## config.mk

```make
export PLATFORM = sky130hd
export DESIGN_NAME = pipe_stall_ctrl
export DESIGN_NICKNAME = d
export VERILOG_FILES = /design/src/rtl/pipe_stall_ctrl.sv
export SDC_FILE = /design/constraint.sdc
export NUM_CORES = 1
export LEC_CHECK = 0
export BUFFER_PORTS_ARGS = -buffer_cell sky130_fd_sc_hd__buf_2
export CAP_MARGIN = 20
export CORE_AREA = 5 5 81 83
export CTS_CLUSTER_DIAMETER = 50
export DETAILED_ROUTE_END_ITERATION = 8
export DIE_AREA = 0 0 86 88
export PLACE_DENSITY = 0.8
export SLEW_MARGIN = 5
export SYNTH_ARGS = -nofsm -noshare
export SYNTH_HDL_FRONTEND = slang
export SYNTH_SLANG_ARGS = --single-unit
```

## constraint.sdc

```tcl
create_clock -name clk -period 2 [get_ports clk]
set_input_delay 0.2 -clock clk [delete_from_list [all_inputs] [get_ports clk]]
set_output_delay 0.2 -clock clk [all_outputs]
set_load 0.03 [all_outputs]
```

## src/rtl/pipe_stall_ctrl.sv

```systemverilog
// Pipeline sequencing controller: merges decode hazard stalls with counted
// multi-cycle execute stalls, sequences flushes and counts stalled cycles.
module pipe_stall_ctrl #(
  parameter int unsigned CYC_W = 6,
  parameter int unsigned CNT_W = 32
) (
  input  logic             clk,
  input  logic             rst,
  input  logic             stallreq_id,
  input  logic             ex_start,
  input  logic [CYC_W-1:0] ex_cycles,
  input  logic             flush_req,
  output logic [5:0]       stall_o,
  output logic             flush_o,
  output logic             ex_busy_o,
  output logic             ex_done_o,
  output logic [CYC_W-1:0] ex_cnt_o,
  output logic [CNT_W-1:0] stall_cnt_o
);

  typedef enum logic [1:0] {
    S_IDLE,
    S_BUSY,
    S_DONE
  } state_t;

  localparam logic [5:0] STALL_EX = 6'b001111;
  localparam logic [5:0] STALL_ID = 6'b000111;

  state_t           r_state;
  logic [CYC_W-1:0] r_ex_cnt;
  logic [CNT_W-1:0] r_stall_cnt;

  logic w_ex_go;
  logic w_ex_stall;

  always_comb begin
    w_ex_go    = (r_state == S_IDLE) && ex_start && (ex_cycles != '0);
    w_ex_stall = (r_state == S_BUSY) || w_ex_go;
    stall_o    = '0;
    flush_o    = 1'b0;
    ex_busy_o  = 1'b0;
    ex_done_o  = 1'b0;
    if (rst) begin
      stall_o = '0;
    end else if (flush_req) begin
      flush_o = 1'b1;
    end else begin
      ex_busy_o = w_ex_stall;
      ex_done_o = (r_state == S_DONE);
      // EX stall is a superset of ID stall, so a pending hazard is simply masked.
      if (w_ex_stall)
        stall_o = STALL_EX;
      else if (stallreq_id)
        stall_o = STALL_ID;
    end
  end

  // Registered values are also forced to zero while reset is held.
  assign ex_cnt_o    = rst ? '0 : r_ex_cnt;
  assign stall_cnt_o = rst ? '0 : r_stall_cnt;

  always_ff @(posedge clk) begin
    if (rst) begin
      r_state     <= S_IDLE;
      r_ex_cnt    <= '0;
      r_stall_cnt <= '0;
    end else begin
      if ((stall_o != '0) && (r_stall_cnt != '1))
        r_stall_cnt <= r_stall_cnt + 1'b1;

      if (flush_req) begin
        r_state  <= S_IDLE;
        r_ex_cnt <= '0;
      end else begin
        case (r_state)
          S_IDLE: begin
            if (w_ex_go) begin
              r_ex_cnt <= ex_cycles - 1'b1;
              r_state  <= (ex_cycles == CYC_W'(1)) ? S_DONE : S_BUSY;
            end
          end
          S_BUSY: begin
            if (r_ex_cnt == CYC_W'(1)) begin
              r_ex_cnt <= '0;
              r_state  <= S_DONE;
            end else begin
              r_ex_cnt <= r_ex_cnt - 1'b1;
            end
          end
          S_DONE: r_state <= S_IDLE;
          default: begin
            r_state  <= S_IDLE;
            r_ex_cnt <= '0;
          end
        endcase
      end
    end
  end

endmodule

```

==> results of run 1 <==
-- power by group --
part / leakage [nW] / internal [mW] / total [mW] / switching [mW]
registers: 0.324 / 0.808 / 0.819 / 0.0118
clock network: 0.0455 / 0.281 / 0.553 / 0.272
logic: 1.09 / 0.0976 / 0.252 / 0.154
total: 1.46 / 1.19 / 1.62 / 0.437
-- metrics by stage --
stage	utilization	setup WS, ps
global placement	0.542	-144
finish	0.572	-71.8
detailed placement	0.542	-283
floorplan	-	-5.14
CTS	0.570	-61.9
global route	0.572	-152
-- area by class of cell --
class / count / area [um^2] / area share
inverter: 15 / 76.3 / 0.0231
multi-input combinational: 242 / 1630 / 0.493
clock buffer: 8 / 90.1 / 0.0272
timing repair buffer: 94 / 613 / 0.185
sequential: 40 / 805 / 0.243
tap: 75 / 93.8 / 0.0284
-- layout by cell type, fill, tap and decap left out, types with 4 or more instances in the layout --
| cell | count |
|---|---|
| dfxtp_1 | 37 |
| nand3_1 | 10 |
| nand2_1 | 18 |
| nor4_1 | 7 |
| a21oi_1 | 4 |
| inv_1 | 12 |
| nor3b_1 | 4 |
| nand4_1 | 9 |
| buf_4 | 36 |
| nor2_1 | 45 |
| mux2_1 | 20 |
| nor3_1 | 13 |
| or4_1 | 5 |
| buf_2 | 55 |
| o21ai_1 | 4 |
| xnor2_1 | 8 |
| nor2b_1 | 30 |
| o22ai_1 | 4 |
| clkbuf_8 | 6 |
| o21ai_0 | 7 |
-- tightest hold or removal path: stages --
cell	delay (ps)
buf_2	100
nor2_1	90
o211a_1	120
-- cell families (layout without fill, tap and decap cells) --
logic type	Yosys count	in the layout	synth area share
AO/OA/AOI/OAI	37	37	0.100
XOR/XNOR	10	10	0.0351
adder cells (fa/ha/maj)	5	5	0.0250
buffers and inverters	30	117	0.0561
flip-flops	40	40	0.320
multiplexers	20	20	0.0901
other	1	2	0.00150
AND/OR/NAND/NOR	168	168	0.372
-- final timing paths --
kind	startpoint	to	cells past startpoint
worst max-delay path	r_stall_cnt[1]	r_stall_cnt[11]	8
worst min register to register	r_ex_cnt[5]	r_ex_cnt[5]	1
worst min-delay path	flush_req	r_ex_cnt[1]	3
worst max register to register	r_stall_cnt[1]	r_stall_cnt[11]	8
-- registers in the layout (all words and copies together), names as in the netlist --
| register | flops |
|---|---|
| r_ex_cnt | 6 |
| r_stall_cnt | 32 |
| r_state | 2 |
-- repair_timing --
action | in CTS | in global routing
cloned | 1 | 0
pin swaps | 1 | 1
buffers inserted | 4 | 0
setup endpoints to repair | 19 | 29
resized for setup | 3 | 3
-- routing by layer --
metal	vias to the layer above	share of wire
li1	1282	-
met1	1209	0.41
met2	112	0.48
met3	14	0.084
met4	0	0.020
met5	-	0
==> summary.md, run 1 <==
| Metric | Value |
|---|---|
| RSZ-0062 raised after global routing | yes |
| Cell taking the most area after synthesis | dfxtp_1 |
| GRT Overall Usage | 0.189 |
| Final #Nets | 414 |
| Max-slew headroom | 0.573 |
| WL final | 6910 um |
| CTS tree | built |
| Initial antenna violation count | 0 |
| Synth cell count leaders | nor2_1 (45), dfxtp_1 (40), nor2b_1 (30) |
| Final setup fails | 17 |
| Via density | 5.52 |
| Most frequent cell after synthesis | nor2_1 |
| Crit path DAT | 2250 ps |
| Port Buffers | 55 |
| Hold Fails Final Rpt | 0 |
| Core area | 5780 um^2 |
| Synth top area cells | dfxtp_1 (32%), mux2_1 (9.0%), nor2b_1 (7.5%) |
| Initial DRC Count | 190 |
| Cell Count Post-Placement | 461 |
| Sequential-to-total area share from yosys stat | 0.320 |
| Drt pass-1 iters | 4 |
| Ys Warns | 0 |
| Met3 Usage GRT | 0.0329 |
| Post-synth EDFFs | 0 |
| CP startpoint kind | flip-flop |
| Fin cells | 474 |
| Final antenna-violating net count | 0 |
| Hold WS | 267 ps |
| CP Class | reg -> reg |
| Worst-Margin Slew | 641 ps |
| Yosys cell types | 51 |
| Register bit total from synthesis | 40 |
| Async set-reset flop share out of synthesis | 0 |
| Die ar. | 7570 um^2 |
| Cell Area, Synth | 2500 um^2 |
| CTS buffer count | 5 |
| Final setup margin | -71.8 ps |
| Final setup TNS | -731 ps |
| Top cell type's share of synthesized area | 0.320 |
| Die W | 86 um |
| Slowest stage cell, crit path | or4_4 |
| Final global-route overflow total | 0 |
| Cell area after layout | 3310 um^2 |
| Syn Inst Count | 311 |
| Status | finished with violations |
| Io pins | 58 |
| Final period util | 1.04 |
| Share of cells above drive strength 1 | 0.313 |
| First-pass GRT wire length | 11600 um |
| Worst Path Max Fanout | 11 |
| Leakage power | 1.46 nW |
| Clock slew at reported path FFs | 80 ps |
| Critical path's top delay family | simple AND/OR/NAND/NOR gates |
| Initial Utilization | 0.432 |
| Die Y | 88 um |
| Design Power | 1.62 mW |
| Slowest stage delay, CP | 520 ps |
| Post-CTS Hold Fix Bufs | 0 |
| Met2 Track Usage GR | 0.324 |
| Reg2reg setup slack | -70 ps |
| Syn_area_per_cell | 8.03 um^2 |
| Residual DRC count | 0 |
| WL per Instance | 14.6 um |
| Placer congestion estimate | 0.905 |
| Clock root buffer | clkbuf_8 |
| Number of global-route vias before repair | 2616 |
| Skew-Pair Late Insertion Delay | 290 ps |
| Gr busiest metal | met2 |
| Vias | 2617 |
| CP cell instances | ha_4 > nand3_4 > or4_4 > nor3_4 > buf_4 > buf_12 > nor4_1 > mux2_1 |
| CTS Buffer Depth | 2 |
| Clk sinks | 40 |
| Max-Cap Viols | 0 |
| Dominant synthesized flop cell | dfxtp_1 |
| Fin. max-slew vios | 0 |
| Largest net degree at the start of global routing | 68 |
| # H-tree levels | 2 |
| Fmax | 483 MHz |
| Row Count | 28 |
| Critical path required time | 2180 ps |
| Worst min-delay path class | in -> reg |
| Filler cells | 527 |
| Cell Pwr Density | 491 nW/um^2 |
| Setup Skew | 7.82 ps |
| # diodes | 0 |
| Buf+Inv Stages, Crit Path | 2 |
| Failing checks | negative setup slack |
| VDD IR max | 0.381 mV |
| Min Tclk post-route | 2070 ps |
| Hpwl dp | 5070 um |
| Crit. End Element | flip-flop |
| Area growth syn-to-layout | 32.3% |
| DP Area | 3130 um^2 |
| Met1 GRT Util | 0.231 |
No activity file was read; power rests on OpenSTA's default activity.
==> run 2: changes to the inputs <==
--- a/config.mk
+++ b/config.mk
@@ -7,11 +7,13 @@
 export LEC_CHECK = 0
 export BUFFER_PORTS_ARGS = -buffer_cell sky130_fd_sc_hd__buf_2
 export CAP_MARGIN = 20
-export CORE_AREA = 5 5 81 83
+export CELL_PAD_IN_SITES_DETAIL_PLACEMENT = 0
+export CELL_PAD_IN_SITES_GLOBAL_PLACEMENT = 1
+export CORE_AREA = 5 5 91 93
 export CTS_CLUSTER_DIAMETER = 50
 export DETAILED_ROUTE_END_ITERATION = 8
-export DIE_AREA = 0 0 86 88
-export PLACE_DENSITY = 0.8
+export DIE_AREA = 0 0 96 98
+export PLACE_DENSITY = 0.84
 export SLEW_MARGIN = 5
 export SYNTH_ARGS = -nofsm -noshare
 export SYNTH_HDL_FRONTEND = slang
==> summary.md, run 2 (synthesized netlist as in run 1, its figures left out) <==
| Metric | Value |
|---|---|
| Final antenna-violating net count | 0 (unchanged) |
| VDD IR max | 0.283 mV (-26%) |
| Initial DRC Count | 128 (-33%) |
| RSZ-0062 raised after global routing | yes |
| Final global-route overflow total | 0 (unchanged) |
| WL per Instance | 13.4 um (-8.4%) |
| WL final | 6780 um (-1.8%) |
| Row Count | 32 (+14%) |
| Io pins | 58 (unchanged) |
| CTS Buffer Depth | 2 (unchanged) |
| Most frequent cells in the layout | buf_2 (51), buf_4 (48), nor2_1 (45) |
| Regs by FF count | r_stall_cnt (32), r_ex_cnt (6), r_state (2) |
| Via density | 4.96 (-10%) |
| Worst-Margin Slew | 632 ps (-8.81 ps) |
| Die ar. | 9410 um^2 (+24%) |
| Leakage power | 1.53 nW (+5.0%) |
| Met2 WL | 3320 um (-0.87%) |
| Number of global-route vias before repair | 2452 (-6.3%) |
| Max reg flops | 32 (unchanged) |
| Hpwl dp | 5210 um (+2.8%) |
| Residual DRC count | 0 (unchanged) |
| Max-Cap Viols | 0 (unchanged) |
| DP Area | 3210 um^2 (+2.4%) |
| Status | finished with violations |
| Final setup TNS | -9.48 ps (+721 ps) |
| Worst min-delay path class | in -> reg |
| Initial Utilization | 0.336 (-0.0967) |
| Cell Pwr Density | 467 nW/um^2 (-4.9%) |
| # H-tree levels | 2 (unchanged) |
| Area growth syn-to-layout | 36.2% |
| Crit path DAT | 2170 ps (-80 ps) |
| CP startpoint kind | flip-flop |
| CP Class | reg -> reg |
| Clk sinks | 40 (unchanged) |
| M1 WL | 3050 um (+7.4%) |
| Final #Nets | 422 (+1.9%) |
| Largest net degree at the start of global routing | 68 (unchanged) |
| Cell area after layout | 3400 um^2 (+2.9%) |
| Reg2reg setup slack | -5 ps (+70 ps) |
| Die W | 96 um (+12%) |
| Min Tclk post-route | 2010 ps (-66.5 ps) |
| GRT Overall Usage | 0.143 (-0.0461) |
| Leading cell type in the layout, fill and taps excluded | buf_2 |
| Vias | 2518 (-3.8%) |
| Largest Register | r_stall_cnt |
| Final setup fails | 2 (-15) |
| Port Buffers | 55 (unchanged) |
| CTS tree | built |
| Skew-Pair Late Insertion Delay | 290 ps (about the same) |
| Max-slew headroom | 0.578 (+0.00588) |
| Clock root buffer | clkbuf_8 |
| Final setup margin | -5.30 ps (+66.5 ps) |
| Failing checks | negative setup slack |
| CTS buffer count | 5 (unchanged) |
| Fmax | 499 MHz (+3.3%) |
| Die Y | 98 um (+11%) |
| Drt pass-1 iters | 5 (+1) |
| Top Layer Used | met4 |
| Hold Fails Final Rpt | 0 (unchanged) |
| Worst Path Max Fanout | 15 (+4) |
| Placer congestion estimate | 0.832 (-8.1%) |
| WL met3 | 363 um (-38%) |
| Critical path required time | 2170 ps (about the same) |
| Initial antenna violation count | 0 (unchanged) |
| Fin. max-slew vios | 0 (unchanged) |
| Dpl ws | -198 ps (+85.2 ps) |
| # diodes | 0 (unchanged) |
| Final period util | 1.00 (-0.0333) |
| Crit. End Element | flip-flop |
| Share of cells above drive strength 1 | 0.340 (+0.0266) |
| First-pass GRT wire length | 11000 um (-5.0%) |
| Clock slew at reported path FFs | 70 ps (about the same) |
| Setup Skew | 6.22 ps (-1.60 ps) |
| Core area | 7450 um^2 (+29%) |
## run 2: final cells by class
cell class	count	area (um^2)
clock buffer	6	72.6
clock inverter	1	5.00
fill	802	4040
inverter	15	76.3
multi-input combinational	242	1660
sequential	40	810
tap	102	128
timing repair buffer	102	654
## run 2: critical path: stages (launching register included)
cell,delay [ps]
dfxtp_2,360
ha_4,150
nand3_4,80
or4_4,510
nor3_4,240
buf_12,170
nor4_1,60
mux2_1,320
## run 2: final timing paths
path,depth (start not counted),endpoint,start
worst min register to register,1,r_ex_cnt[5],r_ex_cnt[5]
worst min-delay path,3,r_ex_cnt[1],flush_req
worst max register to register,7,r_stall_cnt[6],r_stall_cnt[1]
worst max-delay path,7,r_stall_cnt[6],r_stall_cnt[1]
## run 2: metrics by stage
| step | hold WS (ps) | instances | util | power (mW) |
|---|---|---|---|---|
| 5_1_grt | 252 | 508 | 0.457 | 1.66 |
| 2_1_floorplan | 395 | 312 | - | 1.00 |
| 3_5_place_dp | 489 | 495 | 0.431 | 1.08 |
| 4_1_cts | 227 | 504 | 0.447 | 1.60 |
| 3_3_place_gp | 481 | 495 | 0.431 | 1.08 |
| 6_report | 243 | 508 | 0.457 | 1.59 |
## run 2: layer usage
metal  up-vias  track usage
met1      1168        0.184
li1       1286            -
met2        58        0.241
met5         -            0
met4         0       0.0405
met3         6       0.0270
## run 2: repair_timing
item                                    4_1_cts  5_1_grt
resized for setup                             3       18
endpoints found under the setup margin       24       25
pin swaps                                     3        0
hold buffers                                  0        0
buffers inserted                              2        4
## run 2: report_power, final
part           leakage, nW  total (mW)  switching [mW]  internal (mW)
clock network       0.0410       0.513           0.275          0.238
registers            0.326       0.820          0.0120          0.808
logic                 1.17       0.257           0.153          0.104
